## config.mk

```make
export PLATFORM = sky130hd
export DESIGN_NAME = buffered_switch_flat
export DESIGN_NICKNAME = d
export VERILOG_FILES = /design/src/rtl/noc_pkg.sv /design/src/rtl/buffered_switch_if.sv /design/src/rtl/noc_fifo.sv /design/src/rtl/buffered_switch.sv /design/src/flat_wrapper.sv
export SDC_FILE = /design/constraint.sdc
export NUM_CORES = 1
export LEC_CHECK = 0
export ABC_AREA = 1
export CAP_MARGIN = 15
export CELL_PAD_IN_SITES_DETAIL_PLACEMENT = 0
export CELL_PAD_IN_SITES_GLOBAL_PLACEMENT = 1
export CORE_MARGIN = 3
export CORE_UTILIZATION = 33
export DETAILED_ROUTE_END_ITERATION = 6
export PLACE_DENSITY_LB_ADDON = 0.3
export RECOVER_POWER = 50
export SLEW_MARGIN = 20
export SYNTH_ARGS = -nofsm -noshare
export SYNTH_HDL_FRONTEND = slang
export SYNTH_SLANG_ARGS = --single-unit
```

## constraint.sdc

```tcl
create_clock -name i_clk -period 4.6 [get_ports i_clk]
set_clock_uncertainty 0.1 [all_clocks]
set_input_delay 0.92 -clock i_clk [delete_from_list [all_inputs] [get_ports i_clk]]
set_output_delay 0.92 -clock i_clk [all_outputs]
set_load 0.01 [all_outputs]
```

## src/rtl/noc_pkg.sv

```systemverilog
// Shared port indices and the destination-to-output routing rule for the
// three-port buffered switch.
package noc_pkg;

    typedef logic [1:0] port_t;

    localparam port_t TOP    = 2'd1;
    localparam port_t BOTTOM = 2'd2;
    localparam port_t LINK   = 2'd3;

    // Range compare on an already-extracted destination; the top range wins
    // where the two ranges overlap.
    function automatic port_t dest_port(input int d,
                                        input int top_min, input int top_max,
                                        input int bot_min, input int bot_max);
        if (d >= top_min && d <= top_max) return TOP;
        if (d >= bot_min && d <= bot_max) return BOTTOM;
        return LINK;
    endfunction

endpackage

```

## src/rtl/buffered_switch_if.sv

```systemverilog
// Flit handshake bundle for all three switch ports; the slave view is the
// switch itself, the master view is whatever sits around it.
interface buffered_switch_if #(parameter int DataWidth = 32);

    logic [DataWidth-1:0] i_data1, i_data2, i_data3;
    logic                 i_data_valid1, i_data_valid2, i_data_valid3;
    logic                 o_data_ready1, o_data_ready2, o_data_ready3;
    logic [DataWidth-1:0] o_data1, o_data2, o_data3;
    logic                 o_data_valid1, o_data_valid2, o_data_valid3;
    logic                 i_data_ready1, i_data_ready2, i_data_ready3;

    modport slave (
        input  i_data1, i_data2, i_data3,
        input  i_data_valid1, i_data_valid2, i_data_valid3,
        output o_data_ready1, o_data_ready2, o_data_ready3,
        output o_data1, o_data2, o_data3,
        output o_data_valid1, o_data_valid2, o_data_valid3,
        input  i_data_ready1, i_data_ready2, i_data_ready3
    );

    modport master (
        output i_data1, i_data2, i_data3,
        output i_data_valid1, i_data_valid2, i_data_valid3,
        input  o_data_ready1, o_data_ready2, o_data_ready3,
        input  o_data1, o_data2, o_data3,
        input  o_data_valid1, o_data_valid2, o_data_valid3,
        output i_data_ready1, i_data_ready2, i_data_ready3
    );

endinterface

```

## src/rtl/noc_fifo.sv

```systemverilog
// Per-input flit FIFO; pointers carry one extra wrap bit so full and empty
// come straight from registered state.
module noc_fifo #(
    parameter int DataWidth = 32,
    parameter int FifoDepth = 4
) (
    input  logic                 clk,
    input  logic                 rst,
    input  logic                 wr_en,
    input  logic [DataWidth-1:0] wr_data,
    output logic                 full,
    input  logic                 rd_en,
    output logic [DataWidth-1:0] rd_data,
    output logic                 empty
);

    localparam int AW = $clog2(FifoDepth);

    logic [DataWidth-1:0] mem [FifoDepth];
    logic [AW:0]          wptr, rptr;

    assign empty   = (wptr == rptr);
    assign full    = (wptr[AW] != rptr[AW]) && (wptr[AW-1:0] == rptr[AW-1:0]);
    assign rd_data = mem[rptr[AW-1:0]];

    always_ff @(posedge clk or posedge rst) begin
        if (rst) begin
            wptr <= '0;
            rptr <= '0;
        end else begin
            if (wr_en && !full) wptr <= wptr + 1'b1;
            if (rd_en && !empty) rptr <= rptr + 1'b1;
        end
    end

    always_ff @(posedge clk) begin
        if (wr_en && !full) mem[wptr[AW-1:0]] <= wr_data;
    end

endmodule

```

## src/rtl/buffered_switch.sv

```systemverilog
// Three-port input-buffered switch: per-input FIFOs, destination routing of
// each FIFO head, and a round-robin arbiter feeding a registered output.
module buffered_switch
    import noc_pkg::*;
#(
    parameter int DataWidth = 32,
    parameter int AddrWidth = 4,
    parameter int FifoDepth = 4,
    parameter int bottomMin = 0,
    parameter int bottomMax = 0,
    parameter int topMin    = 1,
    parameter int topMax    = 1
) (
    input logic              i_clk,
    input logic              i_reset,
    buffered_switch_if.slave bus
);

    localparam int NumPorts = 3;

    logic [NumPorts-1:0][DataWidth-1:0] in_data, head, out_data;
    logic [NumPorts-1:0]                in_vld, in_rdy, full, empty, pop;
    logic [NumPorts-1:0]                out_vld, out_rdy, ld, any_req;
    logic [NumPorts-1:0][NumPorts-1:0]  req;   // [output][input]
    logic [NumPorts-1:0][1:0]           gnt, prio;
    port_t [NumPorts-1:0]               dst;
    logic [1:0]                         idx;

    assign in_data = {bus.i_data3, bus.i_data2, bus.i_data1};
    assign in_vld  = {bus.i_data_valid3, bus.i_data_valid2, bus.i_data_valid1};
    assign out_rdy = {bus.i_data_ready3, bus.i_data_ready2, bus.i_data_ready1};

    assign bus.o_data_ready1 = in_rdy[0];
    assign bus.o_data_ready2 = in_rdy[1];
    assign bus.o_data_ready3 = in_rdy[2];
    assign bus.o_data1       = out_data[0];
    assign bus.o_data2       = out_data[1];
    assign bus.o_data3       = out_data[2];
    assign bus.o_data_valid1 = out_vld[0];
    assign bus.o_data_valid2 = out_vld[1];
    assign bus.o_data_valid3 = out_vld[2];

    assign in_rdy = ~full;

    for (genvar i = 0; i < NumPorts; i++) begin : g_in
        noc_fifo #(.DataWidth(DataWidth), .FifoDepth(FifoDepth)) u_fifo (
            .clk    (i_clk),
            .rst    (i_reset),
            .wr_en  (in_vld[i] && in_rdy[i]),
            .wr_data(in_data[i]),
            .full   (full[i]),
            .rd_en  (pop[i]),
            .rd_data(head[i]),
            .empty  (empty[i])
        );
    end

    always_comb begin
        dst = '0;
        req = '0;
        for (int i = 0; i < NumPorts; i++) begin
            dst[i] = dest_port(int'(head[i][DataWidth-1 -: AddrWidth]),
                               topMin, topMax, bottomMin, bottomMax);
            for (int o = 0; o < NumPorts; o++)
                req[o][i] = !empty[i] && (dst[i] == 2'(o + 1));
        end
    end

    // An output register can take a new flit when empty or draining this cycle.
    assign ld = ~out_vld | out_rdy;

    // Walk from the priority input downward so the closest requester wins.
    always_comb begin
        gnt     = '0;
        any_req = '0;
        pop     = '0;
        idx     = '0;
        for (int o = 0; o < NumPorts; o++) begin
            for (int k = NumPorts - 1; k >= 0; k--) begin
                idx = 2'((int'(prio[o]) + k) % NumPorts);
                if (req[o][idx]) begin
                    gnt[o]     = idx;
                    any_req[o] = 1'b1;
                end
            end
            if (ld[o] && any_req[o]) pop[gnt[o]] = 1'b1;
        end
    end

    always_ff @(posedge i_clk or posedge i_reset) begin
        if (i_reset) begin
            out_vld  <= '0;
            out_data <= '0;
            prio     <= '0;
        end else begin
            for (int o = 0; o < NumPorts; o++) begin
                if (ld[o]) begin
                    out_vld[o] <= any_req[o];
                    if (any_req[o]) begin
                        out_data[o] <= head[gnt[o]];
                        prio[o]     <= (gnt[o] == 2'd2) ? 2'd0 : gnt[o] + 2'd1;
                    end
                end
            end
        end
    end

endmodule

```

## src/flat_wrapper.sv

```systemverilog
// flat-port wrapper written by rule: the top's interface ports become plain ports
module buffered_switch_flat import noc_pkg::*;
#(
    parameter int DataWidth = 32,
    parameter int AddrWidth = 4,
    parameter int FifoDepth = 4,
    parameter int bottomMin = 0,
    parameter int bottomMax = 0,
    parameter int topMin    = 1,
    parameter int topMax    = 1
)
  (i_clk, i_reset, bus_i_data1, bus_i_data2, bus_i_data3, bus_i_data_valid1, bus_i_data_valid2, bus_i_data_valid3, bus_o_data_ready1, bus_o_data_ready2, bus_o_data_ready3, bus_o_data1, bus_o_data2, bus_o_data3, bus_o_data_valid1, bus_o_data_valid2, bus_o_data_valid3, bus_i_data_ready1, bus_i_data_ready2, bus_i_data_ready3);
  buffered_switch_if #(.DataWidth(DataWidth)) bus_i ();
  input logic i_clk;
  input logic i_reset;
  input wire logic [$bits(bus_i.i_data1)-1:0] bus_i_data1;
  input wire logic [$bits(bus_i.i_data2)-1:0] bus_i_data2;
  input wire logic [$bits(bus_i.i_data3)-1:0] bus_i_data3;
  input wire logic [$bits(bus_i.i_data_valid1)-1:0] bus_i_data_valid1;
  input wire logic [$bits(bus_i.i_data_valid2)-1:0] bus_i_data_valid2;
  input wire logic [$bits(bus_i.i_data_valid3)-1:0] bus_i_data_valid3;
  output wire logic [$bits(bus_i.o_data_ready1)-1:0] bus_o_data_ready1;
  output wire logic [$bits(bus_i.o_data_ready2)-1:0] bus_o_data_ready2;
  output wire logic [$bits(bus_i.o_data_ready3)-1:0] bus_o_data_ready3;
  output wire logic [$bits(bus_i.o_data1)-1:0] bus_o_data1;
  output wire logic [$bits(bus_i.o_data2)-1:0] bus_o_data2;
  output wire logic [$bits(bus_i.o_data3)-1:0] bus_o_data3;
  output wire logic [$bits(bus_i.o_data_valid1)-1:0] bus_o_data_valid1;
  output wire logic [$bits(bus_i.o_data_valid2)-1:0] bus_o_data_valid2;
  output wire logic [$bits(bus_i.o_data_valid3)-1:0] bus_o_data_valid3;
  input wire logic [$bits(bus_i.i_data_ready1)-1:0] bus_i_data_ready1;
  input wire logic [$bits(bus_i.i_data_ready2)-1:0] bus_i_data_ready2;
  input wire logic [$bits(bus_i.i_data_ready3)-1:0] bus_i_data_ready3;
  assign bus_i.i_data1 = bus_i_data1;
  assign bus_i.i_data2 = bus_i_data2;
  assign bus_i.i_data3 = bus_i_data3;
  assign bus_i.i_data_valid1 = bus_i_data_valid1;
  assign bus_i.i_data_valid2 = bus_i_data_valid2;
  assign bus_i.i_data_valid3 = bus_i_data_valid3;
  assign bus_o_data_ready1 = bus_i.o_data_ready1;
  assign bus_o_data_ready2 = bus_i.o_data_ready2;
  assign bus_o_data_ready3 = bus_i.o_data_ready3;
  assign bus_o_data1 = bus_i.o_data1;
  assign bus_o_data2 = bus_i.o_data2;
  assign bus_o_data3 = bus_i.o_data3;
  assign bus_o_data_valid1 = bus_i.o_data_valid1;
  assign bus_o_data_valid2 = bus_i.o_data_valid2;
  assign bus_o_data_valid3 = bus_i.o_data_valid3;
  assign bus_i.i_data_ready1 = bus_i_data_ready1;
  assign bus_i.i_data_ready2 = bus_i_data_ready2;
  assign bus_i.i_data_ready3 = bus_i_data_ready3;
  buffered_switch #(.DataWidth(DataWidth), .AddrWidth(AddrWidth), .FifoDepth(FifoDepth), .bottomMin(bottomMin), .bottomMax(bottomMax), .topMin(topMin), .topMax(topMax)) u_core (.i_clk(i_clk), .i_reset(i_reset), .bus(bus_i));
endmodule
```

== Word level (Yosys, flattened, before mapping) ==
Memory sizes are Yosys's and may differ from the RTL's.
Index checks and enable logic that the tools add are counted.

* RAM bits: 384
* Output and inout port bits: 102
* Memories: 3
* Bits in latches: 0
* Register bits after elaboration: 123
* Bits in read-only memories: 0
* Logic and storage cells: 212

* Muxes and demuxes: 81
* Shift-type cells: 0
* Reductions and logical operators: 39
* Add/subtract/negate cells: 15
* $lt $le $gt $ge: 24
* Bitwise gates (word level): 5
* Multipliers: 0
* Divide/modulo/power cells: 9
* Equality and inequality tests: 21

{| class="wikitable"
|+ Memories
! memory !! words !! width !! read ports !! clocked after memory_dff !! write ports !! RTL line !! RTL
|-
| u_core.g_in[0].u_fifo.mem || 4 || 32 || 1 || 0 || 1 || noc_fifo.sv:19 || <nowiki>logic [DataWidth-1:0] mem [FifoDepth];</nowiki>
|-
| u_core.g_in[1].u_fifo.mem || 4 || 32 || 1 || 0 || 1 || noc_fifo.sv:19 ||
|-
| u_core.g_in[2].u_fifo.mem || 4 || 32 || 1 || 0 || 1 || noc_fifo.sv:19 ||
|}

{| class="wikitable"
|+ Operator list
! operator !! number
|-
| 32-bit binary-select mux with 2-bit select || 3
|-
| 32-bit by 3-bit remainder unit with 32-bit output, second input constant || 6
|-
| 3-bit by 3-bit remainder unit with 32-bit output, second input constant || 3
|-
| 32-bit two-way mux || 3
|-
| 2-bit two-way mux || 24
|-
| 2-bit by 3-bit less-than comparator with 1-bit output, second input constant || 12
|-
| 1-bit two-way mux || 36
|-
| 1-bit logical AND || 30
|-
| 4-bit by 1-bit less-or-equal comparator with 1-bit output, second input constant || 6
|-
| 3-bit by 1-bit adder with 3-bit output, second input constant || 6
|-
| 1-bit binary-select mux with 2-bit select || 9
|-
| 2-bit equality test, second input constant || 9
|-
| 4-bit by 1-bit greater-or-equal comparator with 1-bit output, second input constant || 3
|-
| 2-bit by 1-bit adder with 3-bit output, second input constant || 3
|-
| 2-bit by 2-bit adder with 3-bit output, second input constant || 3
|-
| 3-bit equality test || 3
|-
| 3-bit two-way mux || 3
|-
| 3-bit OR || 3
|-
| 2-bit by 1-bit adder with 2-bit output, second input constant || 3
|-
| 1-bit demux with 2-bit select || 3
|-
| 2-bit by 1-bit equality test with 1-bit output, second input constant || 3
|-
| 2-bit equality test || 3
|-
| 2-bit by 1-bit greater-or-equal comparator with 1-bit output, second input constant || 3
|-
| 1-bit zero test || 6
|-
| 3 further kinds || 8
|}

== Depth between registers and ports, before layout ==
An unclocked memory read counts as a cell.

* Word-level depth: 24
* Mapped depth: 20
* Mapped depth without buffers: 19

== Cells and area by module ==
Synthesis repeated with hierarchy kept, for this count alone.

* Cell total of the unflattened synthesis: 2196
* Area, all modules: 22564.1 um^2

{| class="wikitable"
|+ Modules (own cells, without submodules)
! module !! sequential area each (um^2) !! instances !! area an instance (um^2) !! cells each
|-
| noc_fifo || 3993.8 || 3 || 5173.7 || 371
|-
| buffered_switch || 2627.5 || 1 || 7043.0 || 1083
|}

== Worst setup path before layout ==
No wires, ideal clock.

* Path kind: flip-flop to flip-flop
* Start: register u_core.g_in[0].u_fifo.rptr[0]
* End: memory u_core.g_in[0].u_fifo.mem[3][0], enable pin
* Clock period less this slack: 3.034 ns
* Setup slack: 1.566 ns
* Setup time: 0.424 ns
* Data arrival time: 2.510 ns
* Stages on the path, launching flop included: 6
* Path through: dfrtp_1 buf_4 xnor2_1 nand3b_1 nand2_1 nor2_1

* Longest elaborated chain between the ends: 7

{| class="wikitable"
|+ Ends and longest elaborated chain
! item !! RTL line !! RTL
|-
| start, declared || noc_fifo.sv:20 || <nowiki>logic [AW:0] wptr, rptr;</nowiki>
|-
| start signal, assigned || noc_fifo.sv:32 || <nowiki>if (rd_en && !empty) rptr <= rptr + 1'b1;</nowiki>
|-
| 2-bit equality test || noc_fifo.sv:23 || <nowiki>assign full = (wptr[AW] != rptr[AW]) && (wptr[AW-1:0] == rptr[AW-1:0]);</nowiki>
|-
| 1-bit logical AND || noc_fifo.sv:23 ||
|-
| 3-bit NOT || buffered_switch.sv:43 || <nowiki>assign in_rdy = ~full;</nowiki>
|-
| named net bus_o_data_ready1 || flat_wrapper.sv:22 || <nowiki>output wire logic [$bits(bus_i.o_data_ready1)-1:0] bus_o_data_ready1;</nowiki>
|-
| 1-bit logical AND || buffered_switch.sv:49 || <nowiki>.wr_en (in_vld[i] && in_rdy[i]),</nowiki>
|-
| 1-bit logical AND || noc_fifo.sv:37 || <nowiki>if (wr_en && !full) mem[wptr[AW-1:0]] <= wr_data;</nowiki>
|-
| 1-bit two-way mux || noc_fifo.sv:37 ||
|-
| 1-bit two-way mux (implied by the code) || noc_fifo.sv:37 ||
|-
| end, declared || noc_fifo.sv:19 ||
|}

The timed path passes the listed nets, and every way through them passes these cells.

== Final worst setup path ==
* Start: register u_core.g_in[1].u_fifo.rptr[1]
* End: register u_core.out_data, in the netlist u_core.bus.o_data2[27]

* Longest elaborated chain between the ends: 15

{| class="wikitable"
|+ Ends and longest elaborated chain
! item !! RTL line !! RTL
|-
| start, declared || noc_fifo.sv:20 ||
|-
| start signal, assigned || noc_fifo.sv:32 ||
|-
| memory 4 x 32 bit || - ||
|-
| 4-bit by 1-bit less-or-equal comparator with 1-bit output || noc_pkg.sv:17 || <nowiki>if (d >= bot_min && d <= bot_max) return BOTTOM;</nowiki>
|-
| 1-bit two-way mux (2 in series) || noc_pkg.sv:17 ||
|-
| 2-bit two-way mux || noc_pkg.sv:18 || <nowiki>return LINK;</nowiki>
|-
| 2-bit two-way mux || noc_pkg.sv:17 ||
|-
| 2-bit equality test || buffered_switch.sv:65 || <nowiki>req[o][i] = !empty[i] && (dst[i] == 2'(o + 1));</nowiki>
|-
| 1-bit logical AND || buffered_switch.sv:65 ||
|-
| 1-bit binary-select mux with 2-bit select || buffered_switch.sv:81 || <nowiki>if (req[o][idx]) begin</nowiki>
|-
| 1-bit two-way mux (implied by the code) || buffered_switch.sv:81 ||
|-
| 2-bit two-way mux (3 in series) || buffered_switch.sv:81 ||
|-
| 32-bit binary-select mux with 2-bit select || buffered_switch.sv:100 || <nowiki>out_data[o] <= head[gnt[o]];</nowiki>
|-
| 32-bit two-way mux (implied by the code) || buffered_switch.sv:100 ||
|-
| end signal, assigned by index || buffered_switch.sv:100 ||
|-
| end, declared || buffered_switch.sv:21 || <nowiki>logic [NumPorts-1:0][DataWidth-1:0] in_data, head, out_data;</nowiki>
|}

Parallel ways exist; a longest one is shown, timed or not. The select of a mux whose other input is x is not followed.
A chain may end at the register's enable or synchronous reset.

==> impl_metrics.tcl <==
set metrics [dict create \
    dieArea_mm2 0.06907 \
    crit_chain "inv_1 > nand3_1 > nand2_1 > nand3_2 > nor2_1 > nand2_1 > nand2_1 > a21oi_1 > nand3_2 > nand2_4 > nor2_4 > buf_4 > o211ai_1 > nand2_1" \
    viasPerCell 5.122 \
    reg2reg_depth 14 \
    drc_errors 0 \
    synthFlopType "edfxtp_1" \
    cts_tree "yes" \
    placedCellCount 2930 \
    grt_pass1_wl_um 98210 \
    cp-start-kind "flip-flop" \
    leakage_nw 10.04 \
    crit_buf_inv 2 \
    htreeDepth 2 \
    cpPeakStageDelay_ns 0.72 \
    clk_pin_slew_ns 0.06 \
    wl_per_cell_um 22.10 \
    peakVddDrop_mv 0.4397 \
    ant_nets 0 \
    die_h_um 262.8 \
    grtUsageTotal_pct 18.82 \
    crit_path_frequent_cell "nand2_1" \
    p_int_mw 12.38 \
    synth_area_leaders "edfxtp_1, dfrtp_1, nand2_1, nand3_1, o211ai_1" \
    clock_path_buffers 3 \
    period_minus_slack_ns 3.902 \
    timing.rr.end "u_core.bus.o_data2[27]" \
    yosys.area.top_type "edfxtp_1" \
    fmax_ghz 0.2563 \
    p_per_area_mw_per_mm2 833.6 \
    drive_gt1_share_pct 8.000 \
    p_comb_share_pct 46.7 \
    syn_inst 1939 \
    drt-initial-drc-count 1475 \
    post-route-period-util_pct 84.82 \
    start_util_pct 33.58 \
    use_met1_pct 25.61 \
    hold_viol 0 \
    syn_area_mm2 0.02176 \
    use_met3_pct 4.222 \
    cp.required_ns 5.05 \
    busiest_layer "met2" \
    ff2ff_setup_slack_ns 0.70 \
    worstSetupPathType "reg -> reg" \
    dr.pass1.iters 5 \
    setup_violations 0 \
    cts-resized-gates 0 \
    cp_top_family "simple AND/OR/NAND/NOR gates" \
    ys_ff_latch 507 \
    syn_to_final_growth_pct 21.69 \
    synth-seq-area-share_pct 67.12 \
    gp_congestion 0.8729 \
    num_vias 15526 \
    rsz0062_at_grt "false" \
    cp.arrival_ns 4.35 \
    net-switching-power_mw 9.697 \
    synth_edf_count 384 \
    switching_share_pct 43.92 \
    die_width_um 262.8 \
    worstHoldPathCells 1 \
    cts_root_buffer "clkbuf_16" \
    core_area_mm2 0.06481 \
    async_flop_share_pct 24.26 \
    cp_max_fo 31 \
    grt-ovfl-total 0 \
    grt_use_met2_pct 30.23 \
    min_to "u_core.bus.o_data1[28]" \
    status "finished, violations left" \
    cp_slowest_cell "inv_1" \
    power.share.sequential_pct 32.9 \
    num-nets-final 2256 \
    grt_max_degree 76 \
    io_pins 206 \
    syn_avg_cell_area_um2 11.22 \
    violations "capacitance limit, slew limit" \
    r2r-start "u_core.g_in[1].u_fifo.rptr[1]" \
    slew_violations 100 \
    post-dp-hpwl_um 44990 \
    ys_types 37 \
    synth_top_cells_by_count "nand2_1, edfxtp_1, nand3_1" \
    final_cells 3031 \
    portBuffers 205 \
    clk_latency_ns 0.61 \
    hp-start "u_core.bus.o_data1[28]" \
    num_rows 93 \
    synth_top_cell_area_share_pct 52.98 \
    hold_class "reg -> reg" \
    ys_warn_count 0 \
    numCtsBuffers 54 \
    p_clk_share_pct 20.4 \
    yosysMostFrequentCell "nand2_1" \
    syn-num-nets 2064 \
    relSlewSlack_pct -52.41 \
    maxCapViolCount 3 \
    grt_pass1_vias 14989 \
    routed_wl_um 66970 \
    clock-sinks 507 \
    post_cts_buffers 0 \
    setup_tns_ns 0 \
    postCtsHoldBufs 0 \
    crit_path_end_kind "flip-flop" \
    worstMarginPinSlew_ns 2.286 \
    antenna_found_initial 3 \
]
-- cells by family after synthesis --
logic type	Yosys count	share of synthesized area (%)
AO/OA/AOI/OAI	326	10.16
AND/OR/NAND/NOR	864	16.52
buffers and inverters	205	4.352
adder cells (fa/ha/maj)	21	1.207
XOR/XNOR	16	0.6439
flip-flops	507	67.12
-- how the worst max path moves through the flow --
| stage | slack [ns] | end | startpoint | cells after the start |
|---|---|---|---|---|
| global placement | 0.94 | u_core.bus.o_data2[27] | u_core.g_in[2].u_fifo.rptr[0] | 15 |
| CTS | 0.84 | u_core.bus.o_data2[27] | u_core.g_in[2].u_fifo.rptr[0] | 15 |
| global route | 0.44 | u_core.bus.o_data2[27] | u_core.g_in[1].u_fifo.rptr[1] | 14 |
| floorplan | 0.31 | u_core.bus.o_data1[0] | i_reset | 1 |
| detailed placement | 0.87 | u_core.bus.o_data2[27] | u_core.g_in[2].u_fifo.rptr[0] | 15 |
| finish | 0.70 | u_core.bus.o_data2[27] | u_core.g_in[1].u_fifo.rptr[1] | 14 |
-- cell usage in the layout (no fill, tap or decap), types with 16 or more instances in the layout --
cell type        Yosys  layout
nor2_2               4      16
dfrtp_1            123     120
a21oi_1             76      76
a32o_1              36      36
o21ai_0             60      60
a22oi_1             16      16
ha_1                21      21
a32oi_1             27      27
dlygate4sd3_1        0      97
nor2_1              91      79
clkdlybuf4s50_1      0     108
nand3_1            129     129
o211ai_1            51      51
o2bb2ai_1           21      21
nand2_1            600     600
inv_1               91      91
o22ai_1             30      30
clkbuf_16            0      56
buf_4                9      30
edfxtp_1           384     384
-- per-stage QoR --
stage / hold WS [ns] / setup WS [ns] / area [µm²] / power [mW] / utilization [%]
2_1_floorplan: 0.3617 / 0.3091 / 21760 / 13.63 / -
3_3_place_gp: 0.3555 / 0.9366 / 24640 / 17.55 / 38.01
3_5_place_dp: 0.3568 / 0.8710 / 24640 / 17.64 / 38.01
4_1_cts: 0.3709 / 0.8438 / 26490 / 22.25 / 40.88
5_1_grt: 0.3789 / 0.4382 / 26480 / 23.50 / 40.86
6_report: 0.3668 / 0.6984 / 26490 / 22.08 / 40.86
-- layer usage --
metal,up-vias,part of all wire [%]
met2,530,47
li1,7206,-
met1,7701,43
met3,89,7.2
met4,0,2.6
met5,-,0
-- power by group through the flow --
stage / combinational (mW) / clock [mW] / sequential, mW
floorplan: 6.55 / 0 / 7.08
global placement: 10.2 / 0 / 7.31
detailed placement: 10.3 / 0 / 7.32
CTS: 10.4 / 4.61 / 7.25
global route: 11.3 / 4.79 / 7.37
finish: 10.3 / 4.51 / 7.26
-- sequential cells by signal, summed over array words and instances (netlist names) --
signal	flops
u_core.g_in.u_fifo.rptr	9
u_core.bus.o_data1	32
u_core.prio	6
u_core.bus.o_data2	32
u_core.bus.o_data3	32
u_core.g_in.u_fifo.wptr	9
u_core.out_vld	3
u_core.g_in.u_fifo.mem	384
-- cell type report --
| class | count | area [µm²] |
|---|---|---|
| clock buffers | 63 | 1438 |
| well taps | 855 | 1070 |
| clock inverters | 37 | 420.4 |
| multi-input cells | 1227 | 6238 |
| diodes | 1 | 2.502 |
| repair buffers | 239 | 2308 |
| flip-flops and latches | 507 | 14610 |
| fillers | 6104 | 38330 |
| inverters | 102 | 395.4 |
(Power assumes the default switching activity.)
